==> src/rtl/lsq_if.sv <==
// -----------------------------------------------------------------------------
// lsq_if -- data-port bundle between the load/store queue and the data memory.
//
// Request channel (master -> slave, valid/ready):
//   dreqvalid, dreqhpl, dreqaddr, dreqwr, dreqbe, dreqwdata / dreqready
// Response channel (slave -> master, valid/ready, in request order):
//   drspvalid, drsprerr, drspwerr, drspdata / drspready
//
// Modports: master (the LSQ), slave (the memory or bus bridge).
// -----------------------------------------------------------------------------
interface lsq_if #(
    parameter int XLEN = 32
);
    logic            dreqvalid;
    logic            dreqready;
    logic [1:0]      dreqhpl;
    logic [XLEN-1:0] dreqaddr;
    logic            dreqwr;
    logic [3:0]      dreqbe;
    logic [XLEN-1:0] dreqwdata;

    logic            drspvalid;
    logic            drspready;
    logic            drsprerr;
    logic            drspwerr;
    logic [XLEN-1:0] drspdata;

    modport master (
        output dreqvalid, dreqhpl, dreqaddr, dreqwr, dreqbe, dreqwdata, drspready,
        input  dreqready, drspvalid, drsprerr, drspwerr, drspdata
    );

    modport slave (
        input  dreqvalid, dreqhpl, dreqaddr, dreqwr, dreqbe, dreqwdata, drspready,
        output dreqready, drspvalid, drsprerr, drspwerr, drspdata
    );
endinterface

==> src/rtl/lsq.sv <==
// -----------------------------------------------------------------------------
// lsq -- load/store queue of the merlin32i core.
//
// Accepts loads/stores from ex_stage, issues them in program order on the data
// port, writes load results back to the id_stage register file and reports
// data-bus faults to hvec.
//
// Ports:
//   clk_i, resetb_i (async, active low), clk_en_i (all state holds when low)
//   exs_*           enqueue side from ex_stage, exs_full_o back-pressure
//   dbus            data request/response port (lsq_if.master)
//   ids_reg_*       register write-back to id_stage
//   hvec_*          load/store access-fault pulses and faulting byte address
//
// Build option:
//   MERLIN_LSQ_WB_REG_EN  register the write-back and fault outputs (one cycle
//                         after the response handshake). Undefined: those
//                         outputs are combinational from the handshake.
// -----------------------------------------------------------------------------
module lsq #(
    parameter int C_XLEN    = 32,
    parameter int C_DEPTH_X = 2
) (
    input  logic              clk_i,
    input  logic              resetb_i,
    input  logic              clk_en_i,

    input  logic [1:0]        exs_hpl_i,
    output logic              exs_full_o,
    input  logic              exs_lq_wr_i,
    input  logic              exs_sq_wr_i,
    input  logic [2:0]        exs_funct3_i,
    input  logic [4:0]        exs_regd_addr_i,
    input  logic [C_XLEN-1:0] exs_regs2_data_i,
    input  logic [C_XLEN-1:0] exs_addr_i,

    lsq_if.master             dbus,

    output logic              ids_reg_wr_o,
    output logic [4:0]        ids_reg_addr_o,
    output logic [C_XLEN-1:0] ids_reg_data_o,

    output logic              hvec_lerr_o,
    output logic              hvec_serr_o,
    output logic [C_XLEN-1:0] hvec_err_addr_o
);
    localparam int DEPTH = 1 << C_DEPTH_X;
    localparam int PTR_W = C_DEPTH_X + 1;

    localparam logic [2:0] F3_B  = 3'b000;
    localparam logic [2:0] F3_H  = 3'b001;
    localparam logic [2:0] F3_BU = 3'b100;
    localparam logic [2:0] F3_HU = 3'b101;

    typedef logic [PTR_W-1:0] ptr_t;

    // Entry storage, one array per field.
    logic              st_q   [DEPTH];
    logic [2:0]        f3_q   [DEPTH];
    logic [4:0]        rd_q   [DEPTH];
    logic [1:0]        hpl_q  [DEPTH];
    logic [C_XLEN-1:0] addr_q [DEPTH];
    logic [C_XLEN-1:0] data_q [DEPTH];

    // Pointers carry one wrap bit so full (wr - ret == DEPTH) and empty differ.
    ptr_t wr_q, iss_q, ret_q;
    ptr_t wr_d, iss_d, ret_d;

    logic [C_DEPTH_X-1:0] wr_idx, iss_idx, ret_idx;
    logic                 enq, req_valid, req_fire, rsp_fire;

    assign wr_idx  = wr_q[C_DEPTH_X-1:0];
    assign iss_idx = iss_q[C_DEPTH_X-1:0];
    assign ret_idx = ret_q[C_DEPTH_X-1:0];

    assign exs_full_o = (ptr_t'(wr_q - ret_q) == ptr_t'(DEPTH));
    assign enq        = clk_en_i & (exs_lq_wr_i | exs_sq_wr_i) & ~exs_full_o;

    assign req_valid      = (iss_q != wr_q);
    assign dbus.dreqvalid = req_valid;
    assign req_fire       = req_valid & dbus.dreqready & clk_en_i;

    assign dbus.drspready = (ret_q != iss_q);
    assign rsp_fire       = dbus.drspvalid & dbus.drspready & clk_en_i;

    assign wr_d  = wr_q  + ptr_t'(enq);
    assign iss_d = iss_q + ptr_t'(req_fire);
    assign ret_d = ret_q + ptr_t'(rsp_fire);

    always_ff @(posedge clk_i or negedge resetb_i) begin
        if (!resetb_i) begin
            wr_q  <= '0;
            iss_q <= '0;
            ret_q <= '0;
        end else begin
            // NOTE: state is updated with <= so every register samples pre-edge values.
            wr_q  <= wr_d;
            iss_q <= iss_d;
            ret_q <= ret_d;
        end
    end

    // NOTE: entry storage has no reset; every read of it is qualified by a
    // pointer comparison, so stale contents never reach an output.
    always_ff @(posedge clk_i) begin
        if (enq) begin
            st_q[wr_idx]   <= ~exs_lq_wr_i;   // load wins when both strobes are high
            f3_q[wr_idx]   <= exs_funct3_i;
            rd_q[wr_idx]   <= exs_regd_addr_i;
            hpl_q[wr_idx]  <= exs_hpl_i;
            addr_q[wr_idx] <= exs_addr_i;
            data_q[wr_idx] <= exs_regs2_data_i;
        end
    end

    // Request fields come straight from the entry at iss, forced to 0 when idle.
    always_comb begin
        // NOTE: every output of this block gets a default first, so no path infers a latch.
        dbus.dreqhpl   = '0;
        dbus.dreqaddr  = '0;
        dbus.dreqwr    = 1'b0;
        dbus.dreqbe    = '0;
        dbus.dreqwdata = '0;
        if (req_valid) begin
            dbus.dreqhpl   = hpl_q[iss_idx];
            dbus.dreqaddr  = {addr_q[iss_idx][C_XLEN-1:2], 2'b00};
            dbus.dreqwr    = st_q[iss_idx];
            dbus.dreqbe    = 4'b1111;
            dbus.dreqwdata = data_q[iss_idx];
            if (st_q[iss_idx]) begin
                case (f3_q[iss_idx])
                    F3_B: begin
                        dbus.dreqbe    = 4'b0001 << addr_q[iss_idx][1:0];
                        dbus.dreqwdata = {4{data_q[iss_idx][7:0]}};
                    end
                    F3_H: begin
                        dbus.dreqbe    = 4'b0011 << {addr_q[iss_idx][1], 1'b0};
                        dbus.dreqwdata = {2{data_q[iss_idx][15:0]}};
                    end
                    default: ;
                endcase
            end
        end
    end

    // Load extraction from the response word, selected by the retiring entry.
    logic [C_XLEN-1:0] ret_addr;
    logic [7:0]        ld_byte;
    logic [15:0]       ld_half;
    logic [C_XLEN-1:0] ld_data;

    assign ret_addr = addr_q[ret_idx];
    assign ld_byte  = 8'(dbus.drspdata >> {ret_addr[1:0], 3'b000});
    assign ld_half  = 16'(dbus.drspdata >> {ret_addr[1], 4'b0000});

    always_comb begin
        case (f3_q[ret_idx])
            F3_B:    ld_data = {{(C_XLEN-8){ld_byte[7]}}, ld_byte};
            F3_H:    ld_data = {{(C_XLEN-16){ld_half[15]}}, ld_half};
            F3_BU:   ld_data = {{(C_XLEN-8){1'b0}}, ld_byte};
            F3_HU:   ld_data = {{(C_XLEN-16){1'b0}}, ld_half};
            default: ld_data = dbus.drspdata;   // LW and the unused encodings
        endcase
    end

    logic wb_wr_d, lerr_d, serr_d;

    assign wb_wr_d = rsp_fire & ~st_q[ret_idx] & ~dbus.drsprerr & (rd_q[ret_idx] != 5'd0);
    assign lerr_d  = rsp_fire & ~st_q[ret_idx] & dbus.drsprerr;
    assign serr_d  = rsp_fire &  st_q[ret_idx] & dbus.drspwerr;

`ifdef MERLIN_LSQ_WB_REG_EN
    logic              wb_wr_q, lerr_q, serr_q;
    logic [4:0]        wb_addr_q;
    logic [C_XLEN-1:0] wb_data_q, err_addr_q;

    // Data and address hold their last value between events.
    always_ff @(posedge clk_i or negedge resetb_i) begin
        if (!resetb_i) begin
            wb_wr_q    <= 1'b0;
            lerr_q     <= 1'b0;
            serr_q     <= 1'b0;
            wb_addr_q  <= '0;
            wb_data_q  <= '0;
            err_addr_q <= '0;
        end else if (clk_en_i) begin
            wb_wr_q <= wb_wr_d;
            lerr_q  <= lerr_d;
            serr_q  <= serr_d;
            if (wb_wr_d) begin
                wb_addr_q <= rd_q[ret_idx];
                wb_data_q <= ld_data;
            end
            if (lerr_d | serr_d) begin
                err_addr_q <= ret_addr;
            end
        end
    end

    assign ids_reg_wr_o    = wb_wr_q;
    assign ids_reg_addr_o  = wb_addr_q;
    assign ids_reg_data_o  = wb_data_q;
    assign hvec_lerr_o     = lerr_q;
    assign hvec_serr_o     = serr_q;
    assign hvec_err_addr_o = err_addr_q;
`else
    assign ids_reg_wr_o    = wb_wr_d;
    assign ids_reg_addr_o  = wb_wr_d ? rd_q[ret_idx] : 5'd0;
    assign ids_reg_data_o  = wb_wr_d ? ld_data : '0;
    assign hvec_lerr_o     = lerr_d;
    assign hvec_serr_o     = serr_d;
    assign hvec_err_addr_o = (lerr_d | serr_d) ? ret_addr : '0;
`endif

endmodule
==> src/flat_wrapper.sv <==
// flat-port wrapper written by rule: the top's interface ports become plain ports
module lsq_flat 
#(
    parameter int C_XLEN    = 32,
    parameter int C_DEPTH_X = 2
)
  (clk_i, resetb_i, clk_en_i, exs_hpl_i, exs_full_o, exs_lq_wr_i, exs_sq_wr_i, exs_funct3_i, exs_regd_addr_i, exs_regs2_data_i, exs_addr_i, ids_reg_wr_o, ids_reg_addr_o, ids_reg_data_o, hvec_lerr_o, hvec_serr_o, hvec_err_addr_o, dbus_dreqvalid, dbus_dreqhpl, dbus_dreqaddr, dbus_dreqwr, dbus_dreqbe, dbus_dreqwdata, dbus_drspready, dbus_dreqready, dbus_drspvalid, dbus_drsprerr, dbus_drspwerr, dbus_drspdata);
  lsq_if dbus_i ();
  input  logic clk_i;
  input  logic resetb_i;
  input  logic clk_en_i;
  input  logic [1:0] exs_hpl_i;
  output logic exs_full_o;
  input  logic exs_lq_wr_i;
  input  logic exs_sq_wr_i;
  input  logic [2:0] exs_funct3_i;
  input  logic [4:0] exs_regd_addr_i;
  input  logic [C_XLEN-1:0] exs_regs2_data_i;
  input  logic [C_XLEN-1:0] exs_addr_i;
  output logic ids_reg_wr_o;
  output logic [4:0] ids_reg_addr_o;
  output logic [C_XLEN-1:0] ids_reg_data_o;
  output logic hvec_lerr_o;
  output logic hvec_serr_o;
  output logic [C_XLEN-1:0] hvec_err_addr_o;
  output wire logic [$bits(dbus_i.dreqvalid)-1:0] dbus_dreqvalid;
  output wire logic [$bits(dbus_i.dreqhpl)-1:0] dbus_dreqhpl;
  output wire logic [$bits(dbus_i.dreqaddr)-1:0] dbus_dreqaddr;
  output wire logic [$bits(dbus_i.dreqwr)-1:0] dbus_dreqwr;
  output wire logic [$bits(dbus_i.dreqbe)-1:0] dbus_dreqbe;
  output wire logic [$bits(dbus_i.dreqwdata)-1:0] dbus_dreqwdata;
  output wire logic [$bits(dbus_i.drspready)-1:0] dbus_drspready;
  input wire logic [$bits(dbus_i.dreqready)-1:0] dbus_dreqready;
  input wire logic [$bits(dbus_i.drspvalid)-1:0] dbus_drspvalid;
  input wire logic [$bits(dbus_i.drsprerr)-1:0] dbus_drsprerr;
  input wire logic [$bits(dbus_i.drspwerr)-1:0] dbus_drspwerr;
  input wire logic [$bits(dbus_i.drspdata)-1:0] dbus_drspdata;
  assign dbus_dreqvalid = dbus_i.dreqvalid;
  assign dbus_dreqhpl = dbus_i.dreqhpl;
  assign dbus_dreqaddr = dbus_i.dreqaddr;
  assign dbus_dreqwr = dbus_i.dreqwr;
  assign dbus_dreqbe = dbus_i.dreqbe;
  assign dbus_dreqwdata = dbus_i.dreqwdata;
  assign dbus_drspready = dbus_i.drspready;
  assign dbus_i.dreqready = dbus_dreqready;
  assign dbus_i.drspvalid = dbus_drspvalid;
  assign dbus_i.drsprerr = dbus_drsprerr;
  assign dbus_i.drspwerr = dbus_drspwerr;
  assign dbus_i.drspdata = dbus_drspdata;
  lsq #(.C_XLEN(C_XLEN), .C_DEPTH_X(C_DEPTH_X)) u_core (.clk_i(clk_i), .resetb_i(resetb_i), .clk_en_i(clk_en_i), .exs_hpl_i(exs_hpl_i), .exs_full_o(exs_full_o), .exs_lq_wr_i(exs_lq_wr_i), .exs_sq_wr_i(exs_sq_wr_i), .exs_funct3_i(exs_funct3_i), .exs_regd_addr_i(exs_regd_addr_i), .exs_regs2_data_i(exs_regs2_data_i), .exs_addr_i(exs_addr_i), .dbus(dbus_i), .ids_reg_wr_o(ids_reg_wr_o), .ids_reg_addr_o(ids_reg_addr_o), .ids_reg_data_o(ids_reg_data_o), .hvec_lerr_o(hvec_lerr_o), .hvec_serr_o(hvec_serr_o), .hvec_err_addr_o(hvec_err_addr_o));
endmodule
==> config.mk <==
export PLATFORM = sky130hd
export DESIGN_NAME = lsq_flat
export DESIGN_NICKNAME = d
export VERILOG_FILES = /design/src/rtl/lsq_if.sv /design/src/rtl/lsq.sv /design/src/flat_wrapper.sv
export SDC_FILE = /design/constraint.sdc
export NUM_CORES = 1
export LEC_CHECK = 0
export BUFFER_PORTS_ARGS = -buffer_cell sky130_fd_sc_hd__buf_2
export CORE_MARGIN = 2
export CORE_UTILIZATION = 40
export CTS_CLUSTER_DIAMETER = 100
export DETAILED_ROUTE_END_ITERATION = 16
export HOLD_SLACK_MARGIN = 0.15
export PLACE_DENSITY = 0.68
export RECOVER_POWER = 50
export SETUP_SLACK_MARGIN = 0.02
export SYNTH_ARGS = -nofsm -noshare
export SYNTH_HDL_FRONTEND = slang
export SYNTH_SLANG_ARGS = --single-unit
==> constraint.sdc <==
create_clock -name clk_i -period 9.65 [get_ports clk_i]
set_clock_uncertainty 0.05 [all_clocks]
set_input_delay 1.93 -clock clk_i [delete_from_list [all_inputs] [get_ports clk_i]]
set_output_delay 1.93 -clock clk_i [all_outputs]
set_load 0.05 [all_outputs]
Word-level counts from Yosys, hierarchy flattened
Memories as Yosys holds them, arrays and structs flattened.
Cells that the tools add are included.
{ "totals": {"register_bits": 9, "latchBits": 0, "mem_bits_rw": 300, "romBits": 0, "wordCells": 60, "memories": 6} }
{ "memory_table": {"columns": ["memory", "depth", "width", "read_ports", "rd_ports_with_merged_regs", "wr", "line", "rtl"], "rows": [
  ["u_core.addr_q", 4, 32, 2, 0, 1, "lsq.sv:62", "logic [C_XLEN-1:0] addr_q [DEPTH];"],
  ["u_core.data_q", 4, 32, 1, 0, 1, "lsq.sv:63", "logic [C_XLEN-1:0] data_q [DEPTH];"],
  ["u_core.rd_q", 4, 5, 1, 0, 1, "lsq.sv:60", "logic [4:0] rd_q [DEPTH];"],
  ["u_core.f3_q", 4, 3, 2, 0, 1, "lsq.sv:59", "logic [2:0] f3_q [DEPTH];"],
  ["u_core.hpl_q", 4, 2, 1, 0, 1, "lsq.sv:61", "logic [1:0] hpl_q [DEPTH];"],
  ["u_core.st_q", 4, 1, 2, 0, 1, "lsq.sv:58", "logic st_q [DEPTH];"]
]} }
{ "classes": {"addsub": 4, "multipliers": 0, "div": 0, "magnitude_cmp": 0, "eq_ne": 7, "shifts": 4, "n_mux": 15, "bitwise": 18, "reduce_logical": 3} }
{ "op_table": {"columns": ["op", "n"], "rows": [
  ["$mux 32", 5],
  ["$pmux 32 s4", 1],
  ["$pmux 32 s2", 1],
  ["$shr 32x5->16", 1],
  ["$shr 32x5->8", 1],
  ["$and 1x1->1", 12],
  ["$add 3x1->3", 3],
  ["$eq 3x3->1 const B", 3],
  ["$mux 4", 2],
  ["$pmux 4 s2", 1],
  ["$eq 3x1->1 const B", 2],
  ["$logic_not 3->1", 2],
  ["$ne 3x3->1", 2],
  ["$mux 5", 1],
  ["$reduce_bool 5->1", 1],
  ["$not 1->1", 4],
  ["$shl 1x2->4 const A", 1],
  ["$shl 2x2->4 const A", 1],
  ["$mux 1", 3],
  ["$sub 3x3->3", 1],
  ["$mux 2", 1],
  ["$or 1x1->1", 2]
]} }

Longest topological paths before layout
{ "logic_depth": {"word_depth": 7, "ltp_mapped": 13, "mapped_depth_nobuf": 10} }

Worst setup path before layout
No wires, ideal clock.
{ "synth_timing": {"path_kind": "reg-to-reg", "start": "register u_core.ret_q[1]", "end": "memory u_core.addr_q[0][0], enable pin", "setup_time_ns": 0.600, "t_arrival_ns": 7.372, "setup_slack_ns": 1.628, "path_stages_with_launch": 11, "n_path_buf": 3, "cell_sequence": "dfrtp_1 buf_2 buf_4 buf_1 inv_1 ha_1 nor2b_1 xnor2_1 and3_1 or2_2 nor3_1"} }
{ "synth_via": {"elab_chain_len": 6} }
{ "synth_rtl": {"columns": ["element", "line", "rtl"], "rows": [
  ["from (decl)", "lsq.sv:66", "ptr_t wr_q, iss_q, ret_q;"],
  ["from (signal assigned)", "lsq.sv:99", "ret_q <= ret_d;"],
  ["$sub 3x3->3", "lsq.sv:76", "assign exs_full_o = (ptr_t'(wr_q - ret_q) == ptr_t'(DEPTH));"],
  ["$eq 3x3->1", "lsq.sv:76", null],
  ["named net exs_full_o", "flat_wrapper.sv:13", "output logic exs_full_o;"],
  ["$not 1->1", "lsq.sv:77", "assign enq = clk_en_i & (exs_lq_wr_i | exs_sq_wr_i) & ~exs_full_o;"],
  ["$and 1x1->1", "lsq.sv:77", null],
  ["$mux 1", "lsq.sv:106", "if (enq) begin"],
  ["$mux 1 (not written as such)", "lsq.sv:111", "addr_q[wr_idx] <= exs_addr_i;"],
  ["to (decl)", "lsq.sv:62", null]
]} }
The timed path passes the listed nets, and every way through them passes these cells.

Worst setup path after layout
{ "layout_timing": {"start": "register u_core.iss_q[0]", "end": "output dbus_dreqwdata[28]"} }
{ "layout_via": {"elab_chain_len": 5, "word_cells_on_any_way": 9, "classes_between": "eq/ne (2); mux (3); reduce/logical (1); memory (3)"} }
{ "layout_rtl": {"columns": ["element", "line", "rtl"], "rows": [
  ["from (decl)", "lsq.sv:66", null],
  ["from (signal assigned)", "lsq.sv:98", "iss_q <= iss_d;"],
  ["$mem_v2 4x3", null, null],
  ["$eq 3x1->1 / $logic_not 3->1 (equally long branches)", "lsq.sv:131", "case (f3_q[iss_idx])"],
  ["$pmux 32 s2", "lsq.sv:131", null],
  ["$mux 32", "lsq.sv:130", "if (st_q[iss_idx]) begin"],
  ["$mux 32 (*)", "lsq.sv:124", "if (req_valid) begin"],
  ["to (decl)", "flat_wrapper.sv:31", "output wire logic [$bits(dbus_i.dreqwdata)-1:0] dbus_dreqwdata;"]
]} }
Every way passes the cells marked *; elsewhere a longest branch is shown, timed or not.

==> results_tabular.tex <==
\begin{tabular}{lr}
\hline
Metric & Value \\
\hline
\multicolumn{2}{l}{\textbf{Timing}} \\
\quad Maximum frequency from static timing analysis & around 0.14 GHz \\
\quad Number of pins with negative max-slew slack in the final report & about 150 \\
\quad Setup repair after global routing missed its margin & false \\
\quad Final period util & 0.7639 \\
\quad Slew headroom & -0.4686 \\
\quad Tightest Pin Transition & $\sim$2.2 ns \\
\quad Hold Violations, Final & 0 \\
\quad Final total negative setup slack & 0 ns \\
\quad Post-route worst setup slack & around 2.3 ns \\
\quad Number of setup violations in the final report & 0 \\
\quad Final critical path time including I/O delays and setup & 7.371 ns \\
\quad Min Hold Slack & approximately 0.49 ns \\
\multicolumn{2}{l}{\textbf{Route}} \\
\quad TritonRoute pass-1 iters & 5 \\
\quad Routed Wire Length & $\sim$34000 µm \\
\quad Routed via count divided by cell count & between 5 and 6 \\
\quad Initial drt markers & 551 \\
\quad Final ANT Viol Nets & 0 \\
\quad Vias post-DR & approximately 8.3k \\
\quad Total DRC errors in the routed layout & 0 \\
\quad Mean routed wirelength per cell & roughly 22 µm \\
\multicolumn{2}{l}{\textbf{Logic synthesis}} \\
\quad Commonest cells in the netlist & sky130\_fd\_sc\_hd\_\_edfxtp\_1 (300), sky130\_fd\_sc\_hd\_\_mux4\_2 (106), sky130\_fd\_sc\_hd\_\_and2\_1 (41) \\
\quad Flip-flop and latch count after synthesis & a little over 300 \\
\quad Most instantiated library cell after synthesis & sky130\_fd\_sc\_hd\_\_edfxtp\_1 \\
\quad Count of cell types in the netlist & 50 \\
\quad Async set-reset flop share out of synthesis & 0.02913 \\
\quad Seq/Total Area, Yosys & 0.6578 \\
\quad Top FF cell, synth & sky130\_fd\_sc\_hd\_\_edfxtp\_1 \\
\quad Count of mapped cells out of synthesis & 799 \\
\quad Portion of synthesized cell area occupied by the leading cell type & 0.6418 \\
\quad Cell Area, Synth & around 14000 µm² \\
\quad Syn Area/Cell & between 15 and 20 µm² \\
\quad Cells taking the most area after synthesis & sky130\_fd\_sc\_hd\_\_edfxtp\_1 (64\%), sky130\_fd\_sc\_hd\_\_mux4\_2 (17\%), sky130\_fd\_sc\_hd\_\_and2\_1 (1.8\%), sky130\_fd\_sc\_hd\_\_mux2i\_1 (1.6\%), sky130\_fd\_sc\_hd\_\_dfrtp\_1 (1.6\%) \\
\quad Total number of yosys warnings & 0 \\
\quad Synth area leader & sky130\_fd\_sc\_hd\_\_edfxtp\_1 \\
\quad Number of flops mapped to enable cells by yosys & 300 \\
\multicolumn{2}{l}{\textbf{Global routing}} \\
\quad Number of global-route vias before repair & roughly 8.4k \\
\quad Number of antenna violations at the first check in global routing & 2 \\
\quad Global-route congestion overflow total & 0 \\
\quad Largest net degree at the start of global routing & 53 \\
\quad Global-route wire length before repair & $\sim$50000 µm \\
\quad Combined global-route utilization of all metal layers & 0.1833 \\
\multicolumn{2}{l}{\textbf{Die}} \\
\quad Die span in y & $\sim$190 µm \\
\quad IO Pins & 261 \\
\quad Die Wd & between 150 and 200 µm \\
\quad Initial cell density of the core & 0.4064 \\
\quad Die Area & roughly 37000 µm² \\
\quad Floorplan core area & 34540 µm² \\
\quad \# rows & 68 \\
\multicolumn{2}{l}{\textbf{Clocking}} \\
\quad Deepest clock path buffer count & 3 \\
\quad CTS clk-pin slew, worst paths & approximately 0.06 ns \\
\quad CTS tree & done \\
\quad Number of buffers added by the clock tree synthesis step & 31 \\
\quad CTS HTree Levels & 1 \\
\quad Clk root buf & sky130\_fd\_sc\_hd\_\_clkbuf\_16 \\
\quad \# clock sinks & roughly 310 \\
\quad \# hold bufs at CTS & 0 \\
\quad \# Post-CTS Setup Buffers & 0 \\
\quad Clock insertion delay at the later pin of the skew report & roughly 0.58 ns \\
\quad Cells resized by post-CTS repair & 0 \\
\multicolumn{2}{l}{\textbf{Worst setup path}} \\
\quad Slowest stage cell on the critical path & sky130\_fd\_sc\_hd\_\_clkbuf\_1 \\
\quad Startpoint kind of the worst setup timing path & flip-flop \\
\quad Start point of the critical path & u\_core.iss\_q[0]\$\_DFF\_PN0\_ \\
\quad Arrival time at the worst endpoint & between 5 and 6 ns \\
\quad Register-to-Register Setup Slack & $\sim$3.3 ns \\
\quad Family with the most delay on the worst path & compound AO/OA/AOI/OAI gates \\
\quad Maximum fanout count along the critical path & 37 \\
\quad Buf/Inv on CP & 2 \\
\quad Data required, critical path & $\sim$7.7 ns \\
\quad Kind of capture point of the worst setup path & output pin \\
\quad Critical register-to-register path startpoint & u\_core.ret\_q[1]\$\_DFF\_PN0\_ \\
\quad Start-to-end type of the worst setup path & flip-flop to output pin \\
\quad Max stage delay on crit path & $\sim$1.5 ns \\
\quad Capture instance of the worst register-to-register path & u\_core.data\_q[3][29]\$\_DFFE\_PP\_ \\
\quad Worst-case reg-to-reg path depth & 10 \\
\quad Cells along the critical path & clkbuf\_1, o311ai\_0, o211a\_1, a211oi\_1, buf\_2 \\
\multicolumn{2}{l}{\textbf{Status}} \\
\quad Outcome & finished, violations left \\
\quad Failing checks & max-capacitance violations, max-slew violations \\
\multicolumn{2}{l}{\textbf{Final layout}} \\
\quad Area growth from synthesis to final layout & 18.17\% \\
\quad Nets@finish & approximately 1.2k \\
\quad Fraction of layout cells with a size suffix above 1 & 0.3380 \\
\quad Diodes inserted & 0 \\
\multicolumn{2}{l}{\textbf{Min path}} \\
\quad Hold path start & u\_core.ret\_q[2]\$\_DFF\_PN0\_ \\
\quad Cell depth of the worst hold path & 1 \\
\quad Min-Delay Endpoint & u\_core.ret\_q[2]\$\_DFF\_PN0\_ \\
\quad Class of the worst hold path & flip-flop to flip-flop \\
\multicolumn{2}{l}{\textbf{Place}} \\
\quad IO Port Bufs & $\sim$260 \\
\quad GPL Wtd Cong & roughly 0.80 \\
\quad HPWL after DPL & 22100 µm \\
\quad Placement-stage worst setup slack & 3.891 ns \\
\multicolumn{2}{l}{\textbf{Flow run}} \\
\quad Max\_cap viols & 5 \\
\hline
\end{tabular}
layout make-up:
type | count | area (µm²)
flip-flops and latches | 309 | 9245
repair buffers | 270 | 1271
clock inverters | 22 | 182.7
inverters | 8 | 30.03
well taps | 455 | 569.3
fillers | 3049 | 17950
multi-input cells | 425 | 4503
clock buffers | 34 | 787.0
per-stage QoR:
step / std cells / util / instance area, µm²
after global placement: 1467 / 0.4558 / 15750
after CTS: 1523 / 0.4839 / 16710
after global routing: 1523 / 0.4802 / 16590
after floorplan: 800 / - / 14040
final: 1523 / 0.4802 / 16590
after detailed placement: 1467 / 0.4558 / 15750
layout by cell type (no fill, tap or decap), types with 7 or more instances in the layout:
master                      instances
sky130_fd_sc_hd__edfxtp_1         300
sky130_fd_sc_hd__buf_2            182
sky130_fd_sc_hd__mux4_2           106
sky130_fd_sc_hd__clkbuf_1          83
sky130_fd_sc_hd__and2_1            41
sky130_fd_sc_hd__o21ai_0           36
sky130_fd_sc_hd__nor2b_1           32
sky130_fd_sc_hd__clkbuf_16         31
sky130_fd_sc_hd__a21oi_1           28
sky130_fd_sc_hd__nand2_1           26
sky130_fd_sc_hd__nor2_1            25
sky130_fd_sc_hd__mux2i_1           23
sky130_fd_sc_hd__clkinv_1          14
sky130_fd_sc_hd__nor2_2            10
sky130_fd_sc_hd__nand3_1           10
sky130_fd_sc_hd__and3_1             9
sky130_fd_sc_hd__o221a_1            8
sky130_fd_sc_hd__xnor2_1            8
sky130_fd_sc_hd__ha_1               8
sky130_fd_sc_hd__buf_4              8
sky130_fd_sc_hd__o31ai_1            7
sky130_fd_sc_hd__inv_1              7
routing by layer:
metal	vias to the layer above	part of all wire	wire, µm	global-route usage
li1	3709	-	-	-
met1	4198	0.41	14030	0.2358
met2	309	0.49	16860	0.3126
met3	52	0.076	2589	0.04443
met4	2	0.020	686	0.04586
met5	-	0.00038	13	0
registers in the layout, summed over array words and instances, names as in the netlist:
signal         flops
u_core.wr_q        3
u_core.hpl_q       8
u_core.iss_q       3
u_core.rd_q       20
u_core.addr_q    128
u_core.st_q        4
u_core.f3_q       12
u_core.ret_q       3
u_core.data_q    128
cell families after synthesis:
logic type | Yosys count | synth area share
buffers and inverters | 66 | 0.02202
XOR/XNOR | 11 | 0.006864
AO/OA/AOI/OAI | 102 | 0.04662
adder cells (fa/ha/maj) | 8 | 0.007131
multiplexers | 137 | 0.1956
flip-flops | 309 | 0.6578
AND/OR/NAND/NOR | 165 | 0.06373
other | 1 | 0.0002671
worst reg2reg max path, delay by kind of cell, from the launching register on:
family	cells	cell delay (ns)
buffers and inverters	4	2.64
AND/OR/NAND/NOR	4	1.91
flip-flops	1	0.93
adder cells (fa/ha/maj)	1	0.28
XOR/XNOR	1	0.08
worst max path at each step:
stage                                    end  slack [ns]  depth (start not counted)
3_3_place_gp              dbus_dreqwdata[20]        3.94                          8
5_1_grt                    dbus_dreqwdata[8]        1.64                          6
2_1_floorplan  u_core.addr_q[0][0]$_DFFE_PP_        1.63                         10
6_report                  dbus_dreqwdata[28]        2.28                          5
4_1_cts                   dbus_dreqwdata[20]        3.25                          8
3_5_place_dp              dbus_dreqwdata[20]        3.89                          8
Power is left out: the tool's default activity adds up to more than one toggle a clock period on the data nets, which glitch-free logic cannot reach.
